==> src/rtl/pipeline_hazard_ctrl.sv <==
// pipeline_hazard_ctrl: stall/flush/redirect control for the 5-stage pipeline with stall counters
module pipeline_hazard_ctrl (
  input  logic        clk,
  input  logic        rst_n,
  input  logic        imem_req,
  input  logic        imem_resp,
  input  logic        dmem_req,
  input  logic        dmem_resp,
  input  logic        br_taken,
  input  logic [31:0] br_target,
  output logic        stall_if,
  output logic        stall_id,
  output logic        stall_ex,
  output logic        stall_mem,
  output logic        flush_ifid,
  output logic        flush_idex,
  output logic        flush_memwb,
  output logic        redirect_valid,
  output logic [31:0] redirect_pc,
  output logic [31:0] perf_istall,
  output logic [31:0] perf_dstall
);
  typedef enum logic [1:0] {RUN, DROP, REDIR} state_t;
  state_t state;
  logic [31:0] tgt_q;
  logic imiss, dmiss, run, drop, redir, br_ok;
  assign imiss = imem_req & ~imem_resp;
  assign dmiss = dmem_req & ~dmem_resp;
  assign run = state == RUN;
  assign drop = state == DROP;
  assign redir = state == REDIR;
  assign br_ok = run & br_taken & ~dmiss;
  assign stall_if = dmiss | imiss | drop;
  assign stall_id = dmiss;
  assign stall_ex = dmiss;
  assign stall_mem = dmiss;
  assign flush_memwb = dmiss;
  assign flush_ifid = drop | redir | (~dmiss & (imiss | br_ok));
  assign flush_idex = br_ok;
  assign redirect_valid = redir | (br_ok & ~imiss);
  assign redirect_pc = (run & br_taken) ? br_target : tgt_q;
  always_ff @(posedge clk or negedge rst_n) begin
    if (!rst_n) begin
      state <= RUN;
      tgt_q <= '0;
      perf_istall <= '0;
      perf_dstall <= '0;
    end else begin
      if ((stall_if & ~dmiss) | drop) perf_istall <= perf_istall + 32'd1;
      if (dmiss) perf_dstall <= perf_dstall + 32'd1;
      // a taken branch behind an unabortable fetch parks its target until that fetch returns
      case (state)
        RUN: if (br_ok & imiss) begin
          tgt_q <= br_target;
          state <= imem_resp ? REDIR : DROP;
        end
        DROP: if (imem_resp) state <= REDIR;
        REDIR: if (!dmiss) state <= RUN;
        default: state <= RUN;
      endcase
    end
  end
endmodule

==> config.mk <==
export PLATFORM = sky130hd
export DESIGN_NAME = pipeline_hazard_ctrl
export DESIGN_NICKNAME = d
export VERILOG_FILES = /design/src/rtl/pipeline_hazard_ctrl.sv
export SDC_FILE = /design/constraint.sdc
export NUM_CORES = 1
export LEC_CHECK = 0
export CAP_MARGIN = 20
export CORE_MARGIN = 2
export CORE_UTILIZATION = 40
export CTS_CLUSTER_DIAMETER = 60
export DETAILED_ROUTE_END_ITERATION = 8
export PLACE_DENSITY_LB_ADDON = 0.08
export REMOVE_ABC_BUFFERS = 1
export SLEW_MARGIN = 10
export SYNTH_ARGS = -nofsm -noshare
export SYNTH_HDL_FRONTEND = slang
export SYNTH_SLANG_ARGS = --single-unit
==> constraint.sdc <==
create_clock -name clk -period 2.6 [get_ports clk]
set_input_delay 0.52 -clock clk [delete_from_list [all_inputs] [get_ports clk]]
set_output_delay 0.52 -clock clk [all_outputs]
set_load 0.01 [all_outputs]
### After elaboration in Yosys (flattened, before gate mapping)

Cells that the tools add are included.

| storage, ports and cells | value |
|---|---|
| register bits after elaboration | 98 |
| word-level logic and storage cells | 39 |
| output and inout bits | 104 |
| input port bits | 39 |

| cells by class | value |
|---|---|
| add/sub/neg operators | 2 |
| bitwise logic cells | 19 |
| reductions and logical operators | 3 |
| muxes and demuxes | 6 |
| equal/unequal tests | 5 |

Operators with widths:

| kind | number |
|---|---|
| $add A32 B1 Y32 const B | 2 |
| $mux W32 | 1 |
| $and A1 B1 Y1 | 8 |
| $mux W2 | 4 |
| $or A1 B1 Y1 | 7 |
| $pmux W2 S3 | 1 |
| $ne A2 B2 Y1 const B | 2 |
| $not A1 Y1 | 4 |
| $reduce_and A3 Y1 | 1 |
| $eq A2 B1 Y1 const B | 1 |
| $eq A2 B2 Y1 const B | 1 |
| $logic_not A2 Y1 | 1 |
| $ne A2 B1 Y1 const B | 1 |
| $reduce_and A2 Y1 | 1 |

### Logic depth before layout (Yosys ltp)

Gate-level depths: netlist (run 1).

| depth | value |
|---|---|
| depth in word-level cells | 7 |
| mapped depth | 8 |
| mapped depth without buffers | 7 |

### Least setup slack after synthesis (run 1)

Ideal clock, no wire load.

| path | value |
|---|---|
| path kind | reg-to-output |
| start | register state[0] |
| end | output port redirect_pc[10] |
| setup slack | 0.485 ns |
| stages on the path, launching flop included | 6 |
| arrival | 1.595 ns |
| required time | 2.080 ns |
| path buffers | 1 |
| cells stage by stage | dfrtp_1 -> inv_1 -> ha_1 -> nand2_1 -> clkbuf_1 -> mux2_2 |

| between the ends | value |
|---|---|
| word-level cells in the longest chain between the ends | 3 |

RTL lines:

| item | line | source |
|---|---|---|
| from (decl) | 24 | `state_t state;` |
| from (signal assigned) | 55 | `state <= imem_resp ? REDIR : DROP;` |
| $logic_not A2 Y1 | 29 | `assign run = state == RUN;` |
| $and A1 B1 Y1 | 41 | `assign redirect_pc = (run & br_taken) ? br_target : tgt_q;` |
| $mux W32 | 41 |  |
| to (decl) | 19 | `output logic [31:0] redirect_pc,` |

No other way between the ends.

### Worst setup path after layout (run 1)

| path | value |
|---|---|
| start | input port dmem_req |
| end | output port flush_memwb |

| between the ends | value |
|---|---|
| word-level cells in the longest chain between the ends | 1 |

RTL lines:

| item | line | source |
|---|---|---|
| from (decl) | 7 | `input logic dmem_req,` |
| $and A1 B1 Y1 | 28 | `assign dmiss = dmem_req & ~dmem_resp;` |
| to (decl) | 17 | `output logic flush_memwb,` |

No other way between the ends.

==> impl_metrics.json, run 1 <==
{
  "finClkSkew_ps": 5.71,
  "p_leak_nw": 3.26,
  "die_x_um": 113,
  "synth.area.top_cells": "dfrtp_1 51%, nand2_1 9.9%, xnor2_1 9.6%, mux2_2 7.8%, nand4_1 2.5%",
  "cts.sinks": 98,
  "synth-seq-cells": 98,
  "dp_hpwl_um": 7970,
  "drt_iter0_drc": 147,
  "initial_utilization_pct": 41.4,
  "worstPathRequired_ps": 2080,
  "firstDrtPassIters": 8,
  "grt_max_degree": 51,
  "finalHoldViolations": 0,
  "power_density_nw_per_um2": 777,
  "maxCapViolations": 0,
  "cts_tree": "done",
  "fmax_ghz": 0.399,
  "nets": 652,
  "syn_area_um2": 4770,
  "core_um2": 11500,
  "clockRootBuffer": "clkbuf_16",
  "antenna_found_initial": 0,
  "maxSlewHeadroom_pct": 54.4,
  "start_kind": "primary input",
  "end_kind": "primary output",
  "outcome": "finished with violations",
  "core.rowCount": 39,
  "path_class": "in -> out",
  "die_h_um": 113,
  "pre_cts_ws_ps": -54.1,
  "portBuffers": 142,
  "rr_worst_depth": 6,
  "async_reset_ff_share_pct": 100,
  "synth-edff-count": 0,
  "setup_viol_count_final": 0,
  "rr_startpoint": "state[1]",
  "clkTransAtPathRegs_ps": 60,
  "yosys.area.top_type_share_pct": 51.5,
  "yosysWarnings": 0,
  "grt_use_total_pct": 17.8,
  "ys_seq_area_share_pct": 51.5,
  "ir_drop_uv": 425,
  "hold_class": "in -> async",
  "cp_data_arrival_time_ps": 1990,
  "synth_top_area_cell": "dfrtp_1",
  "syn_avg_cell_area_um2": 10.6,
  "n_antenna_cell": 0,
  "synthDistinctLibCells": 41,
  "r2r-end": "perf_istall[23]",
  "ioPinCount": 143,
  "cts_made_buffers": 9,
  "cts_buffer_depth": 2,
  "syn_inst": 450,
  "route.detailed.drc": 7,
  "finalCritPeriodShare_pct": 96.4,
  "ys.flop_type": "dfrtp_1",
  "wl_um": 11000,
  "ctsHtreeMaxLevel": 3,
  "clk-insertion-delay-late_ps": 340,
  "grt_pass1_wl_um": 18500,
  "finalCriticalPeriod_ps": 2510,
  "tightest_slew_ps": 684,
  "ant_nets": 0,
  "gp_congestion": 0.776,
  "grt_pass1_vias": 3811,
  "via_per_inst": 4.97,
  "grt_setup_unrepaired": "false",
  "utilization_pct": 59.5,
  "worstPathMaxFanout": 14,
  "routedWlPerCell_um": 14.5,
  "vias": 3759,
  "grt-ovfl-total": 0,
  "rrSetupSlack_ps": 700,
  "drive_above_1_share_pct": 15.7,
  "setup_ws_ps": 94.7,
  "areaGrowthSynthToFinish_pct": 43.7,
  "dieArea_um2": 12800,
  "failed_checks": "DRC",
  "slew_viol_final": 0
}
[kinds of logic (layout without fill, tap and decap cells)]
kind of cell / after synthesis / count (layout) / synth area share [%]
AOI/OAI and AO/OA: 9 / 9 / 1.18
adders and majority gates: 5 / 5 / 1.31
and+or+nand+nor: 222 / 222 / 24.6
buffers and inverters: 20 / 183 / 2.05
xor gates and xnor gates: 62 / 62 / 11.4
muxes: 34 / 34 / 8.01
DFF: 98 / 98 / 51.5
[through the flow]
stage	instance area (um2)	setup TNS [ps]	cells	total power, mW	hold WS, ps
final	6850	0	756	5.32	221
after global routing	6850	0	756	5.63	275
after CTS	6820	0	756	5.41	242
after detailed placement	6460	-1370	738	3.90	462
after global placement	6460	-1830	738	3.88	454
after floorplan	4680	-9900	434	2.92	224
[per-layer routing]
layer | GRT usage, % | routed length [um]
met1 | 23.8 | 5050
met4 | 6.42 | 121
met3 | 4.55 | 697
met2 | 28.2 | 5120
met5 | 0 | 0
[final cells by class]
cell class                      count  area (um2)
Inverter                            4        15.0
Multi-Input combinational cell    332        2240
Tap cell                          143         179
Clock buffer                       11         253
Sequential cell                    98        2450
Fill cell                        1020        4670
Clock inverter                      5         100
Timing Repair Buffer              163        1610
[cell usage after synthesis (2+ instances only)]
library cell / number
nand4_1: 19
and3_1: 6
inv_1: 4
o21ai_0: 2
ha_1: 5
nor2_1: 6
dfrtp_1: 98
buf_4: 4
xor2_1: 10
clkbuf_1: 6
nand3_2: 2
nor2b_1: 3
xnor2_1: 52
and4_1: 9
and2_1: 6
buf_2: 6
mux2_2: 33
nor4_4: 3
nand3_1: 21
nand2_1: 126
a21oi_1: 3
nor3_2: 4
and4_4: 2
nor3_1: 3
[worst max-delay path by stage]
stage / start / endpoint
after CTS: state[0] / redirect_pc[31]
after detailed placement: br_taken / redirect_pc[8]
after global placement: br_taken / redirect_pc[8]
after floorplan: state[0] / state[0]
final: dmem_req / flush_memwb
after global routing: dmem_req / flush_memwb
[worst max-delay path, stage by stage]
cell and delay [ps]:
clkdlybuf4s50_1 450, nor2b_4 210, buf_4 240, clkdlybuf4s50_1 560
[report_power, final]
group | leakage, nW | internal (mW) | total, mW | switching [mW]
Combinational | 1.78 | 0.924 | 1.65 | 0.726
Clock | 0.176 | 0.990 | 1.56 | 0.565
Sequential | 1.30 | 1.84 | 2.12 | 0.272
[cell usage in the layout (no fill, tap or decap), types with 3 or more instances in the layout]
cell	count
ha_1	4
nand4_1	19
nor3_1	3
dlygate4sd2_1	24
and4_1	9
xnor2_1	52
and2_1	6
mux2_2	33
buf_4	19
bufinv_16	3
and3_1	6
xor2_1	10
a21oi_1	3
nor2_1	6
clkdlybuf4s50_1	105
clkbuf_16	9
dlymetal6s2s_1	12
nor4_4	3
dfrtp_1	98
nor3_2	3
nand3_1	21
nand2_1	125
[registers in the layout, indices dropped and copies added, names as in the netlist]
| register | cells |
|---|---|
| perf_dstall | 32 |
| state | 2 |
| perf_istall | 32 |
| tgt_q | 32 |
[repair_timing]
action / 4_1_cts / 5_1_grt
setup buffers: 2 / 0
endpoints found under the setup margin: 39 / 12
hold buffers: 0 / 0
cloned: 0 / 0
resized for setup: 31 / 12
Note: power is estimated with default switching activity, not from simulation.
==> run 2, diff against run 1 <==
- SLEW_MARGIN: 10 -> 20
==> results of run 2 <==
The final DEF is identical to that of run 1; final timing and power are the same.
